$ cat config.mk
export PLATFORM = sky130hd
export DESIGN_NAME = gpio_irq
export DESIGN_NICKNAME = d
export VERILOG_FILES = /design/src/rtl/gpio_irq.sv
export SDC_FILE = /design/constraint.sdc
export NUM_CORES = 1
export LEC_CHECK = 0
export ABC_AREA = 1
export CAP_MARGIN = 10
export CORE_UTILIZATION = 40
export DETAILED_ROUTE_END_ITERATION = 16
export GPL_TIMING_DRIVEN = 0
export PLACE_DENSITY_LB_ADDON = 0.05
export SYNTH_ARGS = -nofsm -noshare
export SYNTH_HDL_FRONTEND = slang
export SYNTH_SLANG_ARGS = --single-unit
$ cat constraint.sdc
create_clock -name clk -period 5.3 [get_ports clk]
set_input_delay 0.795 -clock clk [delete_from_list [all_inputs] [get_ports clk]]
set_output_delay 0.795 -clock clk [all_outputs]
set_load 0.02 [all_outputs]
$ cat src/rtl/gpio_irq.sv
// gpio_irq: parametrised GPIO block with per-pin level/edge interrupts.
// Inputs pass through a SYNC_STAGES flop chain and an optional debounce
// filter before feeding the IN register and the interrupt logic.
// Optional feature macro: GPIO_DEBOUNCE_EN (per-pin stable-count filter).
module gpio_irq #(
    parameter int GPIO_NUM        = 16,
    parameter int SYNC_STAGES     = 2,
    parameter int DEBOUNCE_CYCLES = 8
) (
    input  logic                clk,
    input  logic                rst,
    input  logic                we_i,
    input  logic [31:0]         addr_i,
    input  logic [31:0]         data_i,
    output logic [31:0]         data_o,
    input  logic [GPIO_NUM-1:0] io_pin_i,
    output logic [GPIO_NUM-1:0] io_out_o,
    output logic [GPIO_NUM-1:0] io_oe_o,
    output logic                irq_o
);

    localparam logic [7:0] ADDR_DIR  = 8'h00;
    localparam logic [7:0] ADDR_OUT  = 8'h04;
    localparam logic [7:0] ADDR_IN   = 8'h08;
    localparam logic [7:0] ADDR_EN   = 8'h0C;
    localparam logic [7:0] ADDR_TYPE = 8'h10;
    localparam logic [7:0] ADDR_POL  = 8'h14;
    localparam logic [7:0] ADDR_PEND = 8'h18;
    localparam logic [7:0] ADDR_TGL  = 8'h1C;

    logic [7:0]          addr8;
    logic [GPIO_NUM-1:0] wdata;
    logic [GPIO_NUM-1:0] dir_q, out_q, en_q, type_q, pol_q;
    logic [GPIO_NUM-1:0] pend_edge_q, pend_edge_d;
    logic [GPIO_NUM-1:0] sync_q [SYNC_STAGES];
    logic [GPIO_NUM-1:0] in_q, in_dly_q;
    logic [GPIO_NUM-1:0] rise, fall, edge_set, w1c_clr, pend, rd_pins;
    logic                irq_q, irq_d;
    logic                unused_addr;
    logic                wr_dir, wr_out, wr_en, wr_type, wr_pol, wr_pend, wr_tgl;

    assign addr8       = addr_i[7:0];
    assign unused_addr = ^addr_i[31:8];
    assign wdata       = data_i[GPIO_NUM-1:0];

    // Upper data bits are ignored when fewer than 32 pins exist.
    generate
        if (GPIO_NUM < 32) begin : g_unused_data
            logic unused_data;
            assign unused_data = ^data_i[31:GPIO_NUM];
        end
    endgenerate

    assign wr_dir  = we_i && (addr8 == ADDR_DIR);
    assign wr_out  = we_i && (addr8 == ADDR_OUT);
    assign wr_en   = we_i && (addr8 == ADDR_EN);
    assign wr_type = we_i && (addr8 == ADDR_TYPE);
    assign wr_pol  = we_i && (addr8 == ADDR_POL);
    assign wr_pend = we_i && (addr8 == ADDR_PEND);
    assign wr_tgl  = we_i && (addr8 == ADDR_TGL);

    // Input synchroniser chain; the last stage is the synchronised pin value.
    always_ff @(posedge clk or posedge rst) begin
        if (rst) begin
            for (int s = 0; s < SYNC_STAGES; s++) sync_q[s] <= '0;
        end else begin
            sync_q[0] <= io_pin_i;
            for (int s = 1; s < SYNC_STAGES; s++) sync_q[s] <= sync_q[s-1];
        end
    end

`ifdef GPIO_DEBOUNCE_EN
    localparam logic [7:0] DEB_LAST = 8'(DEBOUNCE_CYCLES - 1);
    genvar gi;
    generate
        for (gi = 0; gi < GPIO_NUM; gi++) begin : g_deb
            logic [7:0] cnt_q, cnt_d;
            logic       flt_q, flt_d;

            // Count consecutive cycles of disagreement; accept the new value
            // once it has held for DEBOUNCE_CYCLES cycles.
            always_comb begin
                cnt_d = '0;
                flt_d = flt_q;
                if (sync_q[SYNC_STAGES-1][gi] != flt_q) begin
                    if (cnt_q == DEB_LAST) begin
                        flt_d = sync_q[SYNC_STAGES-1][gi];
                    end else begin
                        cnt_d = cnt_q + 8'd1;
                    end
                end
            end

            // Debounce counter and filtered value registers.
            always_ff @(posedge clk or posedge rst) begin
                if (rst) begin
                    cnt_q <= '0;
                    flt_q <= 1'b0;
                end else begin
                    cnt_q <= cnt_d;
                    flt_q <= flt_d;
                end
            end

            assign in_q[gi] = flt_q;
        end
    endgenerate
`else
    // Without debounce the filtered value is the synchroniser output itself.
    assign in_q = sync_q[SYNC_STAGES-1];
`endif

    assign rise     = in_q & ~in_dly_q;
    assign fall     = ~in_q & in_dly_q;
    assign edge_set = type_q & en_q & ((pol_q & rise) | (~pol_q & fall));
    assign w1c_clr  = wr_pend ? (wdata & type_q) : '0;

    // Edge pending bits: set wins over a simultaneous W1C clear. Level pins
    // leave their stored edge bit untouched so it survives a mode switch.
    assign pend_edge_d = (pend_edge_q & ~w1c_clr) | edge_set;

    assign pend  = (type_q & pend_edge_q) | (~type_q & en_q & ~(in_q ^ pol_q));
    assign irq_d = |(pend & en_q);

    // Control registers, edge history, pending state and interrupt flop.
    always_ff @(posedge clk or posedge rst) begin
        if (rst) begin
            dir_q       <= '0;
            out_q       <= '0;
            en_q        <= '0;
            type_q      <= '0;
            pol_q       <= '0;
            pend_edge_q <= '0;
            in_dly_q    <= '0;
            irq_q       <= 1'b0;
        end else begin
            if (wr_dir)  dir_q  <= wdata;
            if (wr_out)       out_q <= wdata;
            else if (wr_tgl)  out_q <= out_q ^ wdata;
            if (wr_en)   en_q   <= wdata;
            if (wr_type) type_q <= wdata;
            if (wr_pol)  pol_q  <= wdata;
            pend_edge_q <= pend_edge_d;
            in_dly_q    <= in_q;
            irq_q       <= irq_d;
        end
    end

    // Combinational read decode; unmapped offsets and OUT_TGL read zero.
    always_comb begin
        rd_pins = '0;
        case (addr8)
            ADDR_DIR:  rd_pins = dir_q;
            ADDR_OUT:  rd_pins = out_q;
            ADDR_IN:   rd_pins = in_q;
            ADDR_EN:   rd_pins = en_q;
            ADDR_TYPE: rd_pins = type_q;
            ADDR_POL:  rd_pins = pol_q;
            ADDR_PEND: rd_pins = pend;
            default:   rd_pins = '0;
        endcase
        data_o = '0;
        data_o[GPIO_NUM-1:0] = rd_pins;
    end

    assign io_out_o = out_q;
    assign io_oe_o  = dir_q;
    assign irq_o    = irq_q;

endmodule

==> impl_metrics.tcl <==
set metrics [dict create \
    htree_levels 4 \
    cts_sinks 145 \
    drv_slew 0 \
    drive_above_1_share_pct 9.43 \
    maxCapViolCount 0 \
    placed_cells_incl_taps 1165 \
    status "finished, final reports clean" \
    finClkSkew_ns 0.00764 \
    layout_commonest_cell "nand2_1" \
    vdd_drop_max_mv 0.232 \
    syn_area_sq_um 6840 \
    path_common_cell "clkdlybuf4s50_1" \
    synth.distinct_cells 27 \
    max_freq_ghz 0.238 \
    nFillCells 1629 \
    worst_setup_path_start_kind "input port" \
    design_area_sq_um 8780 \
    track_usage_pct 24.3 \
    grt_pass1_vias 5600 \
    row_count 47 \
    seq_area_frac_synth_pct 53.1 \
    antenna_found_initial 0 \
    rsz0062_at_grt "false" \
    synth.avg_cell_area_sq_um 8.15 \
    routabilityCongestion 0.893 \
    syn_inst 839 \
    tightest_slew_ns 0.888 \
    cts_tree "done" \
    fin_setup_tns_ns 0 \
    cts_made_buffers 17 \
    ant_nets 0 \
    postCtsResizedCells 0 \
    syn2layout_area_growth_pct 28.4 \
    grt_overflow_total 0 \
    fin_cells 1196 \
    cp_slowest_cell "clkdlybuf4s50_1" \
    insertion_delay_ns 0.42 \
    crit_path_end_kind "output pin" \
    drt-pass1-iter-count 6 \
    viasPerCell 4.98 \
    path_max_fanout 10 \
    die_h_um 133 \
    synth_seq_cells 145 \
    grt_pass1_wl_um 31700 \
    crit_type "input port to output pin" \
    ios 148 \
    p_per_area_nw_per_um2 323 \
    relSlewSlack_pct 40.8 \
    via_count 5955 \
    finalCritPeriodShare_pct 79.1 \
    io_buffers 90 \
    drt-initial-drc-count 474 \
    nets 1047 \
    cts_setup_buffers 0 \
    clk_transition_reported_paths_ns 0.06 \
    wirelength_um 20300 \
    yosysWarnings 0 \
    crit_path_max_incr_delay_ns 0.62 \
    hold_path_class "register to register" \
    hold_buffers 0 \
    final_cell_mix "nand2_1 (271), dfrtp_1 (145), o21ai_0 (110), inv_1 (90), clkdlybuf4s50_1 (90)" \
    min_period_ns 4.19 \
    drc 0 \
    grt_max_degree 93 \
    cts-root-buf "clkbuf_16" \
    place_area_sq_um 8100 \
    post-dp-hpwl_um 13400 \
    die_w_um 133 \
    antenna_cells 0 \
    setup_viol 0 \
    wl_per_cell_um 17.0 \
    start_util_pct 41.1 \
    cp.required_ns 4.51 \
    hold_slack_ns 0.346 \
    die-area_sq_um 17600 \
    hold_viol 0 \
    clock_path_buffers 2 \
    p_leak_nw 3.94 \
    critical_path_arrival_ns 3.40 \
    cp_cell_sequence "clkdlybuf4s50_1 -> nor2_4 -> nand3_2 -> nor2_1 -> inv_1 -> buf_2 -> o21ai_0 -> a21oi_1 -> nand2_1 -> clkdlybuf4s50_1" \
    coreArea_sq_um 16600 \
]
[critical path, delay by kind of cell]
family / cells / cell delay (ns)
and+or+nand+nor: 4 / 0.74
AOI/OAI and AO/OA: 2 / 0.23
buffers and inverters: 4 / 1.62
[flip-flops by register name (all words and copies together), names as in the netlist]
register     count
in_q            16
in_dly_q        16
irq_o            1
en_q            16
sync_q          16
io_out_o        16
io_oe_o         16
pol_q           16
type_q          16
pend_edge_q     16
[per-layer routing]
layer	track usage (%)	routed length, um
met5	0	0
met1	34.4	9420
met2	36.5	9170
met3	4.83	1250
met4	9.71	447
[synthesized netlist by cell type]
library cell  number  area [sq um]
nand2_1          271          1020
dfrtp_1          145          3630
o21ai_0          110           551
inv_1             91           342
nor2_1            45           169
nand3_1           28           140
o21ai_1           28           140
buf_4             16           120
xor2_1            16           140
clkbuf_1          13          48.8
a21oi_1           12          60.1
nand2_2           11          68.8
o21ai_2           10          87.6
buf_2              8          40.0
nand4_1            8          50.1
nor3_1             7          35.0
nor2_4             4          45.0
buf_6              3          33.8
o22ai_1            3          18.8
nand2_4            2          22.5
nand3_2            2          20.0
conb_1             1          3.75
inv_2              1          3.75
nand3_4            1          17.5
nor2_2             1          6.26
nor2_8             1          20.0
or2_1              1          6.26
[cells by family after synthesis]
logic type | after synthesis | synth area share [%]
flops | 145 | 53.1
buf+inv | 132 | 8.60
compound gates | 163 | 12.5
other cells | 1 | 0.0549
simple gates | 382 | 23.7
xor+xnor | 16 | 2.05
[power by group]
group | switching (mW) | leakage [nW] | internal [mW] | total [mW]
Combinational | 0.138 | 1.80 | 0.103 | 0.241
Sequential | 0.0492 | 1.81 | 1.16 | 1.21
Clock | 0.467 | 0.325 | 0.916 | 1.38
[cell type report]
cell class,instances,area (sq um),area share (%)
clock inverter,10,205,2.34
buffer,40,243,2.77
sequential,145,3630,41.3
tap,220,275,3.14
multi-input combinational,577,2680,30.5
clock buffer,21,470,5.36
timing repair buffer,91,928,10.6
inverter,92,350,3.99
[path summary, 6_finish.rpt]
kind                       cells past startpoint             end       start  slack (ns)
max                                           10       data_o[2]   addr_i[1]        1.11
min                                            0         in_q[5]  sync_q[21]        0.35
max reg2reg                                   10           irq_o    in_q[14]        3.85
min reg2reg                                    0         in_q[5]  sync_q[21]        0.35
max in group asynchronous                      3  pend_edge_q[8]         rst        3.68
min in group asynchronous                      2     io_oe_o[12]         rst        0.79
[per-stage QoR]
stage	worst slack (ns)	total power, mW	util [%]
final	1.11	2.84	52.7
after CTS	1.11	2.85	52.7
after floorplan	0.610	1.36	-
after detailed placement	1.12	1.47	48.7
after global placement	-1.59	1.47	48.5
after global routing	0.931	2.93	52.7
Note: power is estimated with default switching activity, not from simulation.
